==> src/rtl/block_dispatcher.sv <==
`default_nettype none
// ============================================================================
// Module   : block_dispatcher
// Purpose  : Hands every C_ij block index of the result matrix to a free block
//            control unit and reports completion when all blocks are produced.
// Revision : 1.0
// ============================================================================
module block_dispatcher #(
    parameter int NUM_CU = 4,
    parameter int N_BLK  = 4,
    parameter int IDX_W  = 2
) (
    input  logic              i_Clock,
    input  logic              i_Reset,
    input  logic              i_Start,
    output logic [IDX_W-1:0]  o_Row_Index,
    output logic [IDX_W-1:0]  o_Column_Index,
    output logic [NUM_CU-1:0] o_Indexes_Ready,
    input  logic [NUM_CU-1:0] i_Indexes_Received,
    input  logic [NUM_CU-1:0] i_Result_Ready,
    output logic              o_Busy,
    output logic              o_Done,
    output logic              o_Error
);
    localparam int CNT_W = $clog2(N_BLK * N_BLK + 1);
    localparam int CU_W  = (NUM_CU > 1) ? $clog2(NUM_CU) : 1;
    localparam logic [CNT_W-1:0] c_TOTAL = CNT_W'(N_BLK * N_BLK);
    localparam logic [IDX_W-1:0] c_LAST  = IDX_W'(N_BLK - 1);

    localparam logic [2:0] S_IDLE   = 3'd0;
    localparam logic [2:0] S_SELECT = 3'd1;
    localparam logic [2:0] S_OFFER  = 3'd2;
    localparam logic [2:0] S_DRAIN  = 3'd3;
    localparam logic [2:0] S_DONE   = 3'd4;

    logic [2:0]        r_state;
    logic [2:0]        w_next_state;
    logic [IDX_W-1:0]  r_row;
    logic [IDX_W-1:0]  r_col;
    logic [CU_W-1:0]   r_cu;
    logic [NUM_CU-1:0] r_busy;
    logic [CNT_W-1:0]  r_issued;
    logic [CNT_W-1:0]  r_completed;
    logic              r_error;

    logic [CU_W-1:0]   w_pick;
    logic              w_any_free;
    logic              w_all_issued;
    logic [NUM_CU-1:0] w_offer_mask;
    logic              w_ack_ok;
    logic              w_ack_bad;
    logic              w_active;
    logic [NUM_CU-1:0] w_res_valid;
    logic              w_res_bad;
    logic [CNT_W-1:0]  w_res_count;

    // Lowest-numbered free CU wins.
    always_comb begin
        w_pick = '0;
        for (int k = NUM_CU - 1; k >= 0; k--) begin
            if (!r_busy[k]) w_pick = CU_W'(k);
        end
    end

    assign w_any_free   = ~&r_busy;
    assign w_all_issued = (r_issued == c_TOTAL);
    assign w_offer_mask = (r_state == S_OFFER) ? (NUM_CU'(1) << r_cu) : '0;
    assign w_ack_ok     = |(i_Indexes_Received & w_offer_mask);
    assign w_ack_bad    = |(i_Indexes_Received & ~w_offer_mask);
    assign w_active     = (r_state != S_IDLE);
    // A result is only legal for a CU already holding a block, so a result
    // arriving with that CU's own ack is flagged.
    assign w_res_valid  = w_active ? (i_Result_Ready & r_busy) : '0;
    assign w_res_bad    = w_active && |(i_Result_Ready & ~r_busy);
    assign w_res_count  = CNT_W'($countones(w_res_valid));

    always_ff @(posedge i_Clock or posedge i_Reset) begin
        if (i_Reset) r_state <= S_IDLE;
        else         r_state <= w_next_state;
    end

    always_comb begin
        w_next_state = r_state;
        case (r_state)
            S_IDLE:   if (i_Start) w_next_state = S_SELECT;
            S_SELECT: begin
                if (w_all_issued)    w_next_state = S_DRAIN;
                else if (w_any_free) w_next_state = S_OFFER;
            end
            S_OFFER:  if (w_ack_ok) w_next_state = S_SELECT;
            S_DRAIN:  if (r_completed == c_TOTAL) w_next_state = S_DONE;
            S_DONE:   w_next_state = S_IDLE;
            default:  w_next_state = S_IDLE;
        endcase
    end

    always_comb begin
        o_Indexes_Ready = w_offer_mask;
        o_Row_Index     = r_row;
        o_Column_Index  = r_col;
        o_Busy          = (r_state == S_SELECT) || (r_state == S_OFFER) || (r_state == S_DRAIN);
        o_Done          = (r_state == S_DONE);
        o_Error         = r_error;
    end

    always_ff @(posedge i_Clock or posedge i_Reset) begin
        if (i_Reset) begin
            r_row       <= '0;
            r_col       <= '0;
            r_cu        <= '0;
            r_busy      <= '0;
            r_issued    <= '0;
            r_completed <= '0;
            r_error     <= 1'b0;
        end else begin
            if (r_state == S_IDLE && i_Start) begin
                r_row       <= '0;
                r_col       <= '0;
                r_issued    <= '0;
                r_completed <= '0;
            end else begin
                r_completed <= r_completed + w_res_count;
            end

            if (r_state == S_SELECT && !w_all_issued && w_any_free) r_cu <= w_pick;

            // Row-major walk: column first, then row.
            if (w_ack_ok) begin
                r_issued <= r_issued + 1'b1;
                if (r_col == c_LAST) begin
                    r_col <= '0;
                    r_row <= r_row + 1'b1;
                end else begin
                    r_col <= r_col + 1'b1;
                end
            end

            r_busy <= (r_busy & ~w_res_valid) | (w_ack_ok ? w_offer_mask : '0);

            if (w_ack_bad || w_res_bad) r_error <= 1'b1;
        end
    end
endmodule
`default_nettype wire

==> config.mk <==
export PLATFORM = sky130hd
export DESIGN_NAME = block_dispatcher
export DESIGN_NICKNAME = d
export VERILOG_FILES = /design/src/rtl/block_dispatcher.sv
export SDC_FILE = /design/constraint.sdc
export NUM_CORES = 1
export LEC_CHECK = 0
export BUFFER_PORTS_ARGS = -buffer_cell sky130_fd_sc_hd__buf_2
export CAP_MARGIN = 15
export CORE_ASPECT_RATIO = 1.25
export CORE_MARGIN = 1
export CORE_UTILIZATION = 55
export DETAILED_ROUTE_END_ITERATION = 6
export PLACE_DENSITY = 0.78
export SYNTH_ARGS = -nofsm -noshare
export SYNTH_HDL_FRONTEND = slang
export SYNTH_SLANG_ARGS = --single-unit
==> constraint.sdc <==
create_clock -name i_Clock -period 2.8 [get_ports i_Clock]
set_input_delay 0.14 -clock i_Clock [delete_from_list [all_inputs] [get_ports i_Clock]]
set_output_delay 0.14 -clock i_Clock [all_outputs]
set_load 0.02 [all_outputs]
==> metrics.md <==
| Metric | Value |
|---|---|
| Net Count, Synth | `160` |
| Top cell type's share of synthesized area | `0.437` |
| Antenna Cells | `0` |
| Drc violations | `0` |
| TritonCTS Sinks | `24` |
| Max-Cap Viols | `0` |
| Dpl ws | `roughly 0.10 ns` |
| Synth area leaders | `dfrtp_1 44%, nand2_1 5.5%, fa_1 4.4%` |
| Post-synthesis sequential area ratio | `0.437` |
| Worst Hold Slack | `-0.00682 ns` |
| CTS clk-pin slew, worst paths | `approximately 0.12 ns` |
| PD cells | `roughly 910 mW/mm^2` |
| Largest net degree at the start of global routing | `25` |
| Leak Pwr | `0.765 nW` |
| Vias in the first global route | `between 1000 and 1500` |
| Worst-Margin Slew | `between 0.8 and 0.9 ns` |
| First-pass GRT wire length | `between 4000 and 5000 um` |
| Post-synth EDFFs | `0` |
| CP endpoint kind | `flip-flop` |
| Setup violators final | `0` |
| Avg Cell Area, Syn | `roughly 9.7 sq um` |
| Mapped Area | `0.00138 sq mm` |
| Share of post-route cells with drive strength above 1 | `0.212` |
| Max-slew violation count | `0` |
| Failing checks | `negative hold slack` |
| Initial core utilization | `0.603` |
| Die Height | `57.9 um` |
| Detail Route Antenna Nets | `0` |
| Period utilisation layout | `0.942` |
| Clk buf depth | `2` |
| Most frequent cells in the layout | `24 x dfrtp_1, 21 x buf_2, 19 x nand2_1` |
| Drt total wl | `roughly 2700 um` |
| Row count | `19` |
| CTS tree | `yes` |
| Core area | `between 0.002 and 0.0025 sq mm` |
| Setup TNS Final | `0 ns` |
| Post-CTS Setup Repair Bufs | `0` |
| P_int | `roughly 0.00079 W` |
| Ys flop type | `dfrtp_1` |
| Max Fclk | `around 380 MHz` |
| Sw Pwr | `between 0.0006 and 0.0007 W` |
| Critical path class | `flip-flop to flip-flop` |
| Peak supply drop | `0.000650 V` |
| Status | `finished, violations left` |
| Sw Ratio | `0.437` |
| Initial DRC Count | `between 40 and 50` |
| RSZ-0062 raised after global routing | `no` |
| DR vias/cell | `5.56` |
| Combinational Power Share | `0.482` |
| Tmin final | `roughly 2.6 ns` |
| CTS H-tree depth | `1` |
| Worst min path class | `input port to asynchronous set/reset pin` |
| Ports | `22` |
| Worst skew pair latency | `0.31 ns` |
| Total number of vias | `1089` |
| Startpoint types | `flip-flop` |
| Port Buffers | `21` |
| First-pass iteration count of the detailed router | `4` |
| Root buf cell | `clkbuf_4` |
| Die area | `0.00271 sq mm` |
| Hold-fix buffers at CTS | `0` |
| Crit path arrival time | `2.81 ns` |
| Final worst slack | `0.162 ns` |
| Power Total | `0.00141 W` |
| Layout Skew | `around 0.008 ns` |
| Cells after Synth | `between 100 and 150` |
| Yosys top cell by area | `dfrtp_1` |
| Placed wire-length estimate | `2160 um` |
| Final Hold Viols | `15` |
| Nets | `185` |
| Count of different cell masters after synthesis | `43` |
| CP Max Fanout | `7` |
| Synth async-reset ratio | `1.00` |
| Fin util | `0.675` |
| Total GRT Usage | `0.230` |
| Avg WL per Cell | `13.8 um` |
| Global route overflow | `0` |
| CTS Buf Count | `3` |
| DIE WIDTH | `roughly 47 um` |
| Gp weighted congestion | `0.801` |
| Synth warnings | `0` |
| Initial antenna violation count | `0` |
| Relative slew margins | `0.409` |
| Commonest non-fill, non-tap cell in the layout | `dfrtp_1` |
| Worst Path Required | `2.98 ns` |
| P&R area growth vs syn | `12.0%` |
| Clk pwr share | `0.105` |
| FF+latch count, synth | `24` |
| Seq pwr share | `0.414` |
==> stage by stage <==
stage,area [sq um],std cells
finish,1540,196
global route,1540,196
CTS,1540,196
detailed placement,1520,193
global placement,1520,193
floorplan,1380,142
==> cells in the mapped netlist, types with 3 or more instances <==
| cell | n |
|---|---|
| mux2i_1 | 3 |
| nand2b_1 | 4 |
| fa_1 | 3 |
| o21ai_0 | 3 |
| dfrtp_1 | 24 |
| a21oi_1 | 4 |
| nor3_1 | 3 |
| a22o_1 | 4 |
| nor2_1 | 12 |
| inv_1 | 8 |
| ha_1 | 4 |
| nand2_1 | 20 |
| o21ai_1 | 4 |
| nand3_1 | 9 |
| xnor2_1 | 3 |
==> logic make-up after synthesis <==
logic type	count (synthesis)	synth area share
adders and majority gates	7	0.0801
buffers and inverters	12	0.0382
and+or+nand+nor	62	0.229
DFF	24	0.437
muxes	4	0.0382
AOI/OAI and AO/OA	28	0.146
xor gates and xnor gates	5	0.0319
==> layer usage <==
layer  share of wire  up-vias  GRT usage
met5               0        -          0
met2            0.51       26      0.381
met1            0.44      509      0.301
met4           0.016        0     0.0857
met3           0.035        5     0.0280
li1                -      549          -
==> worst max-delay path, stage by stage, from the launching register on <==
cell and delay, ns:
dfrtp_1 0.40, nor2_1 0.16, nand2_2 0.13, and3_1 0.22, fa_1 0.51, inv_1 0.06, fa_1 0.41, inv_1 0.08
fa_1 0.40, nor2b_1 0.14
==> what timing repair did <==
item	in CTS	in global routing
hold endpoints to repair	0	0
resized for setup	0	1
setup endpoints to repair	0	2
==> flip-flops by register name, summed over array words and instances (netlist names) <==
register and count:
o_Row_Index 2, r_busy 4, r_issued 5, o_Column_Index 2
r_completed 5, r_cu 2, o_Error 1, r_state 3
==> layout make-up <==
cell class | count | area (sq um)
clock buffer | 3 | 22.5
fill | 199 | 742
inverter | 9 | 33.8
multi-input combinational | 106 | 724
sequential | 24 | 601
tap | 31 | 38.8
timing repair buffer | 23 | 120
==> power groups by stage <==
stage | combinational, W | clock, W | sequential, W
6_report | 0.000677 | 0.000147 | 0.000582
5_1_grt | 0.000764 | 0.000167 | 0.000600
4_1_cts | 0.000681 | 0.000152 | 0.000580
3_5_place_dp | 0.000675 | 0 | 0.000589
3_3_place_gp | 0.000658 | 0 | 0.000584
2_1_floorplan | 0.000506 | 0 | 0.000578
==> worst paths after layout <==
check / from / end / slack [ns] / cells past startpoint
worst max-delay path: r_state[0]$_DFFE_PP0P_ / r_completed[1]$_DFF_PP0_ / 0.16 / 9
worst min-delay path: i_Reset / o_Column_Index[0]$_DFFE_PP0P_ / -0.007 / 2
worst max register to register: r_state[0]$_DFFE_PP0P_ / r_completed[1]$_DFF_PP0_ / 0.16 / 9
worst min register to register: o_Error$_DFFE_PP0P_ / o_Error$_DFFE_PP0P_ / 0.47 / 1
max in group asynchronous: i_Reset / o_Error$_DFFE_PP0P_ / 2.26 / 2
min in group i_Clock: i_Indexes_Received[2] / o_Error$_DFFE_PP0P_ / 0.08 / 2
(Power assumes the default switching activity.)
